## src/rtl/spi_sram_master.sv

```systemverilog
// spi_sram_master: SPI mode-0 master (SCK = clk/2) running one sequential-mode 23LC512 read/write per strobe
// ports: clk, rst_n (async active-low); spi_miso/spi_select/spi_clk_out/spi_mosi to the SRAM;
//        addr_in, data_in, start_read, start_write from the sequencer; data_out (last read word), busy
module spi_sram_master #(
  parameter int DATA_WIDTH_BYTES = 1,
  parameter int ADDR_BITS = 16
) (
  input  logic clk,
  input  logic rst_n,
  input  logic spi_miso,
  output logic spi_select,
  output logic spi_clk_out,
  output logic spi_mosi,
  input  logic [ADDR_BITS-1:0] addr_in,
  input  logic [8*DATA_WIDTH_BYTES-1:0] data_in,
  input  logic start_read,
  input  logic start_write,
  output logic [8*DATA_WIDTH_BYTES-1:0] data_out,
  output logic busy
);
  localparam int DW = 8*DATA_WIDTH_BYTES;
  localparam int B = 8 + ADDR_BITS + DW;
  localparam int CW = $clog2(B);
  localparam logic [CW-1:0] LAST = CW'(B-1);
  localparam logic [CW-1:0] PAY = CW'(8+ADDR_BITS);
  localparam logic [1:0] IDLE = 2'd0, SHIFT = 2'd1, CS_HOLD = 2'd2;
  logic [1:0] state;
  logic [B-1:0] sr, frame;
  logic [DW-1:0] rx, tx_sw, rx_sw;
  logic [CW-1:0] cnt;
  logic rd;
  // byte 0 travels first on the wire in both directions, so the payload is byte-reversed
  always_comb begin
    tx_sw = '0;
    rx_sw = '0;
    for (int k = 0; k < DATA_WIDTH_BYTES; k++) begin
      tx_sw[8*(DATA_WIDTH_BYTES-1-k) +: 8] = data_in[8*k +: 8];
      rx_sw[8*k +: 8] = rx[8*(DATA_WIDTH_BYTES-1-k) +: 8];
    end
  end
  // read payload is shifted as zeros so MOSI idles low while the SRAM talks
  assign frame = {start_write ? 8'h02 : 8'h03, addr_in, start_write ? tx_sw : {DW{1'b0}}};
  always_ff @(posedge clk or negedge rst_n)
    if (!rst_n) begin
      state <= IDLE;
      spi_select <= 1'b1;
      spi_clk_out <= 1'b0;
      spi_mosi <= 1'b0;
      busy <= 1'b0;
      data_out <= '0;
      sr <= '0;
      rx <= '0;
      cnt <= '0;
      rd <= 1'b0;
    end else
      case (state)
        IDLE: if (start_write || start_read) begin
          state <= SHIFT;
          busy <= 1'b1;
          spi_select <= 1'b0;
          spi_mosi <= frame[B-1];
          sr <= {frame[B-2:0], 1'b0};
          cnt <= '0;
          rd <= !start_write;
        end
        SHIFT: if (!spi_clk_out) begin
          spi_clk_out <= 1'b1;
          if (rd && cnt >= PAY) rx <= {rx[DW-2:0], spi_miso};
        end else if (cnt == LAST) begin
          state <= CS_HOLD;
          spi_select <= 1'b1;
          spi_clk_out <= 1'b0;
          spi_mosi <= 1'b0;
          if (rd) data_out <= rx_sw;
        end else begin
          spi_clk_out <= 1'b0;
          spi_mosi <= sr[B-1];
          sr <= {sr[B-2:0], 1'b0};
          cnt <= cnt + 1'b1;
        end
        CS_HOLD: begin
          busy <= 1'b0;
          state <= IDLE;
        end
        default: state <= IDLE;
      endcase
endmodule

```

## config.mk

```make
export PLATFORM = sky130hd
export DESIGN_NAME = spi_sram_master
export DESIGN_NICKNAME = d
export VERILOG_FILES = /design/src/rtl/spi_sram_master.sv
export SDC_FILE = /design/constraint.sdc
export NUM_CORES = 1
export LEC_CHECK = 0
export CAP_MARGIN = 10
export CORE_MARGIN = 5
export CORE_UTILIZATION = 40
export DETAILED_ROUTE_END_ITERATION = 16
export PLACE_DENSITY = 0.58
export REMOVE_ABC_BUFFERS = 1
export SLEW_MARGIN = 20
export SYNTH_ARGS = -nofsm -noshare
export SYNTH_HDL_FRONTEND = slang
export SYNTH_SLANG_ARGS = --single-unit
```

## constraint.sdc

```tcl
create_clock -name clk -period 2.4 [get_ports clk]
set_input_delay 0.72 -clock clk [delete_from_list [all_inputs] [get_ports clk]]
set_output_delay 0.72 -clock clk [all_outputs]
set_load 0.02 [all_outputs]
```

==> results of run 1 <==
## cells by family (layout without fill, tap and decap cells)
family,count (synthesis),count (layout),synth area share (%)
AOI/OAI and AO/OA,31,31,6.64
xor gates and xnor gates,1,1,0.314
adders and majority gates,3,3,1.35
buffers and inverters,21,71,4.22
DFF,59,59,53.0
muxes,59,59,25.1
and+or+nand+nor,43,43,9.46
## stage by stage
step / instances / hold slack [ns]
after floorplan: 203 / 0.424
after global placement: 347 / 0.469
after detailed placement: 347 / 0.476
after CTS: 363 / 0.391
after global routing: 363 / 0.405
final: 363 / 0.391
## where the power goes
group	internal [uW]	leakage [uW]	switching (uW)
combinational	666	0.000780	416
clock	900	0.000143	383
sequential	1300	0.000758	183
total	2860	0.00168	983
## routing by layer
layer	global-route usage, %	routed length [um]
met1	16.1	2350
met5	0	0
met3	4.51	212
met2	18.9	2360
met4	6.23	55
## sequential cells by signal, summed over array words and instances, names as in the netlist
| signal | cells |
|---|---|
| sr | 31 |
| data_out | 8 |
| rx | 8 |
| cnt | 5 |
| state | 2 |
| busy | 1 |
| rd | 1 |
| spi_clk_out | 1 |
| spi_mosi | 1 |
| spi_select | 1 |
## final cells by class
class | instances | area (sq um) | share of cell area, %
multi-input combinational | 137 | 1190 | 33.2
tap | 96 | 120 | 3.34
sequential | 59 | 1480 | 41.0
clock buffer | 9 | 124 | 3.44
clock inverter | 7 | 164 | 4.55
inverter | 7 | 26.3 | 0.730
timing repair buffer | 48 | 493 | 13.7
## worst max path at each step
stage	startpoint	endpoint	slack [ns]	cells after the start
finish	spi_clk_out$_DFFE_PN0P_	spi_clk_out	0.16	1
global route	spi_clk_out$_DFFE_PN0P_	spi_clk_out	0.09	1
CTS	spi_clk_out$_DFFE_PN0P_	spi_clk_out	0.13	1
detailed placement	start_write	sr[20]$_DFFE_PN0P_	0.13	5
global placement	start_write	sr[13]$_DFFE_PN0P_	0.15	5
floorplan	cnt[0]$_DFFE_PN0P_	sr[10]$_DFFE_PN0P_	-0.18	6
## layout by cell type, fill, tap and decap left out, types with 3 or more instances in the layout
cell type / count
sky130_fd_sc_hd__mux2_2: 38
sky130_fd_sc_hd__o21ai_0: 17
sky130_fd_sc_hd__a21o_1: 3
sky130_fd_sc_hd__nand3b_1: 9
sky130_fd_sc_hd__dfrtp_1: 58
sky130_fd_sc_hd__nand2_1: 15
sky130_fd_sc_hd__buf_4: 5
sky130_fd_sc_hd__bufinv_16: 5
sky130_fd_sc_hd__buf_12: 3
sky130_fd_sc_hd__nand4_1: 4
sky130_fd_sc_hd__a21oi_1: 5
sky130_fd_sc_hd__clkdlybuf4s50_1: 39
sky130_fd_sc_hd__inv_1: 7
sky130_fd_sc_hd__ha_1: 3
sky130_fd_sc_hd__clkbuf_8: 9
sky130_fd_sc_hd__mux2_4: 10
sky130_fd_sc_hd__mux2_1: 9
## worst reg2reg max path, stage by stage (launching register included)
cell and delay (ns):
sky130_fd_sc_hd__dfrtp_1 0.39, sky130_fd_sc_hd__ha_1 0.21, sky130_fd_sc_hd__and3_1 0.18, sky130_fd_sc_hd__ha_1 0.18, sky130_fd_sc_hd__nand3b_1 0.22, sky130_fd_sc_hd__a21oi_2 0.22, sky130_fd_sc_hd__buf_12 0.21, sky130_fd_sc_hd__mux2_2 0.37
==> flow_summary.html, run 1 <==
<table>
<tr><th>Metric</th><th>Value</th></tr>
<tr><th colspan="2">Die</th></tr>
<tr><td>Starting density of the core</td><td>41.1%</td></tr>
<tr><td>Die width</td><td>93.5 um</td></tr>
<tr><td>Die area</td><td>approximately 8700 sq um</td></tr>
<tr><td>Placeable core area</td><td>6790 sq um</td></tr>
<tr><td>Total I/O pin count</td><td>41</td></tr>
<tr><td>Y dimension of the die</td><td>93.5 um</td></tr>
<tr><td>Row cnt</td><td>30</td></tr>
<tr><th colspan="2">Setup path</th></tr>
<tr><td>Worst path slowest cell</td><td>sky130_fd_sc_hd__clkdlybuf4s50_1</td></tr>
<tr><td>Number of buffers and inverters on the critical path</td><td>1</td></tr>
<tr><td>Critical path, cell by cell</td><td>clkdlybuf4s50_1</td></tr>
<tr><td>Top delay family on crit path</td><td>buffers and inverters</td></tr>
<tr><td>CP required</td><td>1.68 ns</td></tr>
<tr><td>Arrival time reported for the critical path endpoint</td><td>1.52 ns</td></tr>
<tr><td>FF-to-FF Start</td><td>cnt[0]$_DFFE_PN0P_</td></tr>
<tr><td>Crit Path Category</td><td>flop to output port</td></tr>
<tr><td>Slowest cell delay on critical path</td><td>~0.67 ns</td></tr>
<tr><td>Critical Path End Type</td><td>output port</td></tr>
<tr><td>Worst reg-to-reg setup slack</td><td>0.30 ns</td></tr>
<tr><td>CP Launch Type</td><td>flop</td></tr>
<tr><td>Reg2reg path depth</td><td>7</td></tr>
<tr><td>R2r endpoint</td><td>sr[17]$_DFFE_PN0P_</td></tr>
<tr><td>Largest fanout on the critical path</td><td>10</td></tr>
<tr><th colspan="2">Clock network</th></tr>
<tr><td>Buffer count from post-CTS setup fixing</td><td>0</td></tr>
<tr><td>TritonCTS clock tree</td><td>built</td></tr>
<tr><td>Post-CTS sizing</td><td>0</td></tr>
<tr><td>Cell chosen for the clock root</td><td>sky130_fd_sc_hd__clkbuf_8</td></tr>
<tr><td>CTS Buffer Depth</td><td>2</td></tr>
<tr><td>Num CTS Buffers</td><td>9</td></tr>
<tr><td>Clock Sinks</td><td>59</td></tr>
<tr><td>Maximum level of the CTS H-tree</td><td>3</td></tr>
<tr><td>Clock insertion delay at the later pin of the skew report</td><td>~0.33 ns</td></tr>
<tr><td>Clk pin slew, worst setup/hold paths</td><td>0.06 ns</td></tr>
<tr><td>CTS Hold Buffers Added</td><td>0</td></tr>
<tr><th colspan="2">STA</th></tr>
<tr><td>Unrepaired setup endpoints after global routing</td><td>false</td></tr>
<tr><td>Maximum clock frequency</td><td>446 MHz</td></tr>
<tr><td>Final Critical Period</td><td>2.24 ns</td></tr>
<tr><td>Max-Slew Margin vs Limit</td><td>69.4%</td></tr>
<tr><td>Count of final max-slew check failures</td><td>0</td></tr>
<tr><td>Fin Setup TNS</td><td>0 ns</td></tr>
<tr><td>Final Cycle Share</td><td>93.4%</td></tr>
<tr><td>Hold violation total from the final report</td><td>0</td></tr>
<tr><td>Worst-Margin Slew</td><td>between 0.4 and 0.5 ns</td></tr>
<tr><td>Maximum clock skew at final layout</td><td>0.00566 ns</td></tr>
<tr><td>Setup-failing EPs final</td><td>0</td></tr>
<tr><td>Smallest setup slack after layout</td><td>0.159 ns</td></tr>
<tr><th colspan="2">Logic synthesis</th></tr>
<tr><td>Cell count after synthesis</td><td>217</td></tr>
<tr><td>Cell with the most instances after synthesis</td><td>sky130_fd_sc_hd__dfrtp_1</td></tr>
<tr><td>Cell types with the highest counts after synthesis</td><td>sky130_fd_sc_hd__dfrtp_1, sky130_fd_sc_hd__mux2_2, sky130_fd_sc_hd__o21ai_0</td></tr>
<tr><td>Area share of the leading cell type in the synthesized netlist</td><td>52.0%</td></tr>
<tr><td>Mapped cell area</td><td>2790 sq um</td></tr>
<tr><td>Flops &amp; latches, synth</td><td>59</td></tr>
<tr><td>Largest cells by area after synthesis</td><td>sky130_fd_sc_hd__dfrtp_1, sky130_fd_sc_hd__mux2_2, sky130_fd_sc_hd__mux2_4</td></tr>
<tr><td>Cell taking the most area after synthesis</td><td>sky130_fd_sc_hd__dfrtp_1</td></tr>
<tr><td>Top FF cell, synth</td><td>sky130_fd_sc_hd__dfrtp_1</td></tr>
<tr><td>Warnings, synthesis</td><td>0</td></tr>
<tr><td>Post-synthesis async set-or-reset flop share</td><td>100%</td></tr>
<tr><td>Avg Inst Size Synth</td><td>about 13 sq um</td></tr>
<tr><td>Distinct cells, synth</td><td>34</td></tr>
<tr><td>Number of flops mapped to enable cells by yosys</td><td>0</td></tr>
<tr><td>Sequential cell area fraction in the yosys report</td><td>53.0%</td></tr>
<tr><th colspan="2">Flow run</th></tr>
<tr><td>Count of max-cap constraint violations</td><td>0</td></tr>
<tr><th colspan="2">Drt</th></tr>
<tr><td>Vias after detailed routing</td><td>1762</td></tr>
<tr><td>Routed wire length</td><td>4.98 mm</td></tr>
<tr><td>Routed wire length per instance</td><td>13.7 um</td></tr>
<tr><td>Residual DRC</td><td>0</td></tr>
<tr><td>First-iteration detailed-routing DRC count</td><td>69</td></tr>
<tr><td>Avg Vias per Cell</td><td>4.85</td></tr>
<tr><td>Pre-antenna DRT Iters</td><td>4</td></tr>
<tr><td>Number of routed nets with antenna violations</td><td>0</td></tr>
<tr><th colspan="2">Final layout</th></tr>
<tr><td>Fillers</td><td>607</td></tr>
<tr><td>Fraction of final layout cells with drive strength greater than 1</td><td>30.0%</td></tr>
<tr><td>End-of-flow core utilization</td><td>53.0%</td></tr>
<tr><td>Count of inserted antenna diode cells</td><td>0</td></tr>
<tr><td>Fin area</td><td>3600 sq um</td></tr>
<tr><td>Synth-to-Final Area Change</td><td>29.0%</td></tr>
<tr><td>Number of nets in the layout</td><td>294</td></tr>
<tr><th colspan="2">Placed design</th></tr>
<tr><td>Pre-CTS worst setup slack</td><td>0.129 ns</td></tr>
<tr><td>Routability cong.</td><td>0.774</td></tr>
<tr><td>DP Area</td><td>around 3300 sq um</td></tr>
<tr><td>Count of input and output buffers</td><td>40</td></tr>
<tr><td>Post-DP HPWL</td><td>3.32 mm</td></tr>
<tr><th colspan="2">Global route</th></tr>
<tr><td>Total global routing overflow</td><td>0</td></tr>
<tr><td>Number of global-route vias before repair</td><td>1817</td></tr>
<tr><td>GR Util All Layers</td><td>12.6%</td></tr>
<tr><td>Wire length of the first global-routing pass</td><td>8.49 mm</td></tr>
<tr><td>Antenna violations before repair</td><td>0</td></tr>
<tr><td>Pin count of the biggest net entering global routing</td><td>60</td></tr>
<tr><th colspan="2">Power and ir drop</th></tr>
<tr><td>Final Power</td><td>just under 4000 uW</td></tr>
<tr><td>Power density normalized to cell area</td><td>1070 nW/um^2</td></tr>
<tr><td>Leakage power of the design</td><td>approximately 0.0017 uW</td></tr>
<tr><td>Largest vdd supply drop</td><td>approximately 0.57 mV</td></tr>
<tr><th colspan="2">Min path</th></tr>
<tr><td>Worst hold path type</td><td>input pin to async pin</td></tr>
<tr><th colspan="2">Status</th></tr>
<tr><td>Result of the run</td><td>finished clean</td></tr>
</table>
Power figures use the tool's default switching activity.
==> run 2: changes to the inputs <==
Settings changed: CAP_MARGIN 10 to 40, CTS_BUF_LIST from default to sky130_fd_sc_hd__clkbuf_2.
==> run 2 against run 1 <==
  * Via count up 0.91%
  * Register-to-register slack about the same
  * Hold slack worse by 0.15 ns
  * First-iteration DRC count up 4.3%
  * Largest cell class unchanged
==> flow_summary.html, run 2 (synthesized netlist as in run 1, its figures left out) <==
<table>
<tr><th>Metric</th><th>Value</th></tr>
<tr><th colspan="2">Status</th></tr>
<tr><td>Result of the run</td><td>finished clean</td></tr>
<tr><th colspan="2">Setup path</th></tr>
<tr><td>Critical Path End Type</td><td>output port</td></tr>
<tr><td>Crit Path Category</td><td>flop to output port</td></tr>
<tr><td>Largest fanout on the critical path</td><td>2 (-8)</td></tr>
<tr><td>Number of buffers and inverters on the critical path</td><td>1 (unchanged)</td></tr>
<tr><td>CP Launch Type</td><td>flop</td></tr>
<tr><td>Top delay family on crit path</td><td>buffers and inverters</td></tr>
<tr><td>Critical path, cell by cell</td><td>clkdlybuf4s50_1</td></tr>
<tr><td>Worst reg-to-reg setup slack</td><td>0.29 ns (about the same)</td></tr>
<tr><td>Worst path slowest cell</td><td>sky130_fd_sc_hd__clkdlybuf4s50_1</td></tr>
<tr><td>CP required</td><td>1.68 ns (about the same)</td></tr>
<tr><td>Arrival time reported for the critical path endpoint</td><td>1.46 ns (-0.06 ns)</td></tr>
<tr><td>R2r endpoint</td><td>sr[17]$_DFFE_PN0P_</td></tr>
<tr><td>Reg2reg path depth</td><td>7 (unchanged)</td></tr>
<tr><td>FF-to-FF Start</td><td>cnt[0]$_DFFE_PN0P_</td></tr>
<tr><td>Slowest cell delay on critical path</td><td>0.61 ns (-0.06 ns)</td></tr>
<tr><th colspan="2">STA</th></tr>
<tr><td>Max-Slew Margin vs Limit</td><td>69.6% (+0.27 points)</td></tr>
<tr><td>Unrepaired setup endpoints after global routing</td><td>false</td></tr>
<tr><td>Final Critical Period</td><td>2.18 ns (-0.0586 ns)</td></tr>
<tr><td>Worst-Margin Slew</td><td>0.454 ns (-0.00404 ns)</td></tr>
<tr><td>Hold violation total from the final report</td><td>0 (unchanged)</td></tr>
<tr><td>Setup-failing EPs final</td><td>0 (unchanged)</td></tr>
<tr><td>Maximum clock frequency</td><td>458 MHz (+2.7%)</td></tr>
<tr><td>Final Cycle Share</td><td>90.9% (-2.4 points)</td></tr>
<tr><td>Fin Setup TNS</td><td>0 ns (unchanged)</td></tr>
<tr><td>Hold slack final</td><td>0.241 ns (-0.149 ns)</td></tr>
<tr><td>Count of final max-slew check failures</td><td>0 (unchanged)</td></tr>
<tr><td>Maximum clock skew at final layout</td><td>0.0164 ns (+0.0108 ns)</td></tr>
<tr><th colspan="2">Drt</th></tr>
<tr><td>Routed wire length per instance</td><td>13.7 um (about the same)</td></tr>
<tr><td>First-iteration detailed-routing DRC count</td><td>72 (+4.3%)</td></tr>
<tr><td>Avg Vias per Cell</td><td>4.90 (+0.91%)</td></tr>
<tr><td>Routed wire length</td><td>4.98 mm (about the same)</td></tr>
<tr><td>Pre-antenna DRT Iters</td><td>6 (+2)</td></tr>
<tr><td>Vias after detailed routing</td><td>1778 (+0.91%)</td></tr>
<tr><td>Residual DRC</td><td>0 (unchanged)</td></tr>
<tr><td>Number of routed nets with antenna violations</td><td>0 (unchanged)</td></tr>
<tr><th colspan="2">Final layout</th></tr>
<tr><td>Largest register by flop count</td><td>sr</td></tr>
<tr><td>Number of nets in the layout</td><td>294 (unchanged)</td></tr>
<tr><td>Fraction of final layout cells with drive strength greater than 1</td><td>30.3% (+0.37 points)</td></tr>
<tr><td>Synth-to-Final Area Change</td><td>26.4%</td></tr>
<tr><td>Most frequent standard cell in the layout excluding fill and tap cells</td><td>sky130_fd_sc_hd__dfrtp_1</td></tr>
<tr><td>Largest regs</td><td>sr (31), data_out (8), rx (8)</td></tr>
<tr><td>Largest register FFs</td><td>31 (unchanged)</td></tr>
<tr><td>Fillers</td><td>612 (+0.82%)</td></tr>
<tr><td>Most frequent cells in the layout</td><td>sky130_fd_sc_hd__dfrtp_1, sky130_fd_sc_hd__mux2_2, sky130_fd_sc_hd__clkdlybuf4s50_1</td></tr>
<tr><td>Count of inserted antenna diode cells</td><td>0 (unchanged)</td></tr>
<tr><th colspan="2">Die</th></tr>
<tr><td>Die area</td><td>8750 sq um (unchanged)</td></tr>
<tr><td>Row cnt</td><td>30 (unchanged)</td></tr>
<tr><td>Y dimension of the die</td><td>93.5 um (unchanged)</td></tr>
<tr><td>Starting density of the core</td><td>41.1% (unchanged)</td></tr>
<tr><td>Total I/O pin count</td><td>41 (unchanged)</td></tr>
<tr><td>Die width</td><td>93.5 um (unchanged)</td></tr>
<tr><td>Placeable core area</td><td>6790 sq um (unchanged)</td></tr>
<tr><th colspan="2">Clock network</th></tr>
<tr><td>Clock Sinks</td><td>59 (unchanged)</td></tr>
<tr><td>Buffer count from post-CTS setup fixing</td><td>0 (unchanged)</td></tr>
<tr><td>CTS Hold Buffers Added</td><td>0 (unchanged)</td></tr>
<tr><td>Num CTS Buffers</td><td>9 (unchanged)</td></tr>
<tr><td>CTS Buffer Depth</td><td>2 (unchanged)</td></tr>
<tr><td>Cell chosen for the clock root</td><td>sky130_fd_sc_hd__clkbuf_2</td></tr>
<tr><td>Clock insertion delay at the later pin of the skew report</td><td>0.46 ns (+0.13 ns)</td></tr>
<tr><td>Clk pin slew, worst setup/hold paths</td><td>0.18 ns (+0.12 ns)</td></tr>
<tr><td>Maximum level of the CTS H-tree</td><td>3 (unchanged)</td></tr>
<tr><td>TritonCTS clock tree</td><td>built</td></tr>
<tr><th colspan="2">Global route</th></tr>
<tr><td>Wire length of the first global-routing pass</td><td>8.43 mm (-0.73%)</td></tr>
<tr><td>Pin count of the biggest net entering global routing</td><td>60 (unchanged)</td></tr>
<tr><td>Antenna violations before repair</td><td>0 (unchanged)</td></tr>
<tr><td>GR Util All Layers</td><td>12.5% (-0.083 points)</td></tr>
<tr><td>Number of global-route vias before repair</td><td>1810 (-0.39%)</td></tr>
<tr><td>Total global routing overflow</td><td>0 (unchanged)</td></tr>
<tr><th colspan="2">Flow run</th></tr>
<tr><td>Count of max-cap constraint violations</td><td>0 (unchanged)</td></tr>
<tr><th colspan="2">Placed design</th></tr>
<tr><td>Count of input and output buffers</td><td>40 (unchanged)</td></tr>
<tr><td>Post-DP HPWL</td><td>3.32 mm (unchanged)</td></tr>
<tr><td>Routability cong.</td><td>0.774 (unchanged)</td></tr>
<tr><th colspan="2">Power and ir drop</th></tr>
<tr><td>Power density normalized to cell area</td><td>1020 nW/um^2 (-5.0%)</td></tr>
<tr><td>Largest vdd supply drop</td><td>0.544 mV (-5.1%)</td></tr>
<tr><td>Leakage power of the design</td><td>0.00168 uW (-0.11%)</td></tr>
<tr><th colspan="2">Min path</th></tr>
<tr><td>Worst hold path type</td><td>input pin to async pin</td></tr>
</table>
[run 2: cell types whose count changed in the layout (fill, tap and decap cells not counted)]
cell,delta
sky130_fd_sc_hd__clkbuf_8,-9
sky130_fd_sc_hd__clkbuf_2,+9
sky130_fd_sc_hd__dfrtp_1,-1
sky130_fd_sc_hd__dfrtp_2,+1
sky130_fd_sc_hd__dlymetal6s2s_1,+2
sky130_fd_sc_hd__clkdlybuf4s50_1,-2
[run 2: worst max path at each step]
stage,startpoint,end,depth (start not counted)
finish,data_out[0]$_DFFE_PN0P_,data_out[0],1
global route,data_out[0]$_DFFE_PN0P_,data_out[0],1
CTS,spi_select$_DFFE_PN1P_,spi_select,1
detailed placement,start_write,sr[20]$_DFFE_PN0P_,5
global placement,start_write,sr[13]$_DFFE_PN0P_,5
floorplan,cnt[0]$_DFFE_PN0P_,sr[10]$_DFFE_PN0P_,6
[run 2: power breakdown]
part | leakage [uW] | switching [uW] | internal [uW]
Sequential | 0.000757 | 182 | 1300
Combinational | 0.000807 | 418 | 664
Clock | 0.000116 | 361 | 659
Total | 0.00168 | 961 | 2620
[run 2: final cells by class]
type	instances	area, sq um	area share, %
inverters	7	26.3	0.745
multi-input cells	137	1190	33.9
flip-flops and latches	59	1480	41.9
clock buffers	9	45.0	1.28
clock inverters	7	164	4.65
well taps	96	120	3.41
repair buffers	48	498	14.1
[run 2: per-stage QoR]
step,cell area [sq um],total power (uW),util [%],setup WS (ns),cells
2_1_floorplan,2700,2260,-,-0.181,203
3_3_place_gp,3310,2580,48.7,0.151,347
3_5_place_dp,3310,2600,48.7,0.129,347
4_1_cts,3520,3640,51.8,0.0163,363
5_1_grt,3530,3820,51.9,0.0866,363
6_report,3530,3580,51.9,0.217,363
[run 2: what timing repair did]
action                                  CTS  global route
endpoints found under the hold margin     0             0
endpoints found under the setup margin    1             2
pin swaps                                 0             0
resized for setup                         1             2
[run 2: routing by layer]
metal  global-route usage (%)  part of all wire, %  up-vias
met4                     5.13                  1.7        0
met2                     18.9                   47       33
met5                        0                    0        -
met3                     5.23                  4.4        7
met1                     15.9                   47      881
li1                         -                    -      857
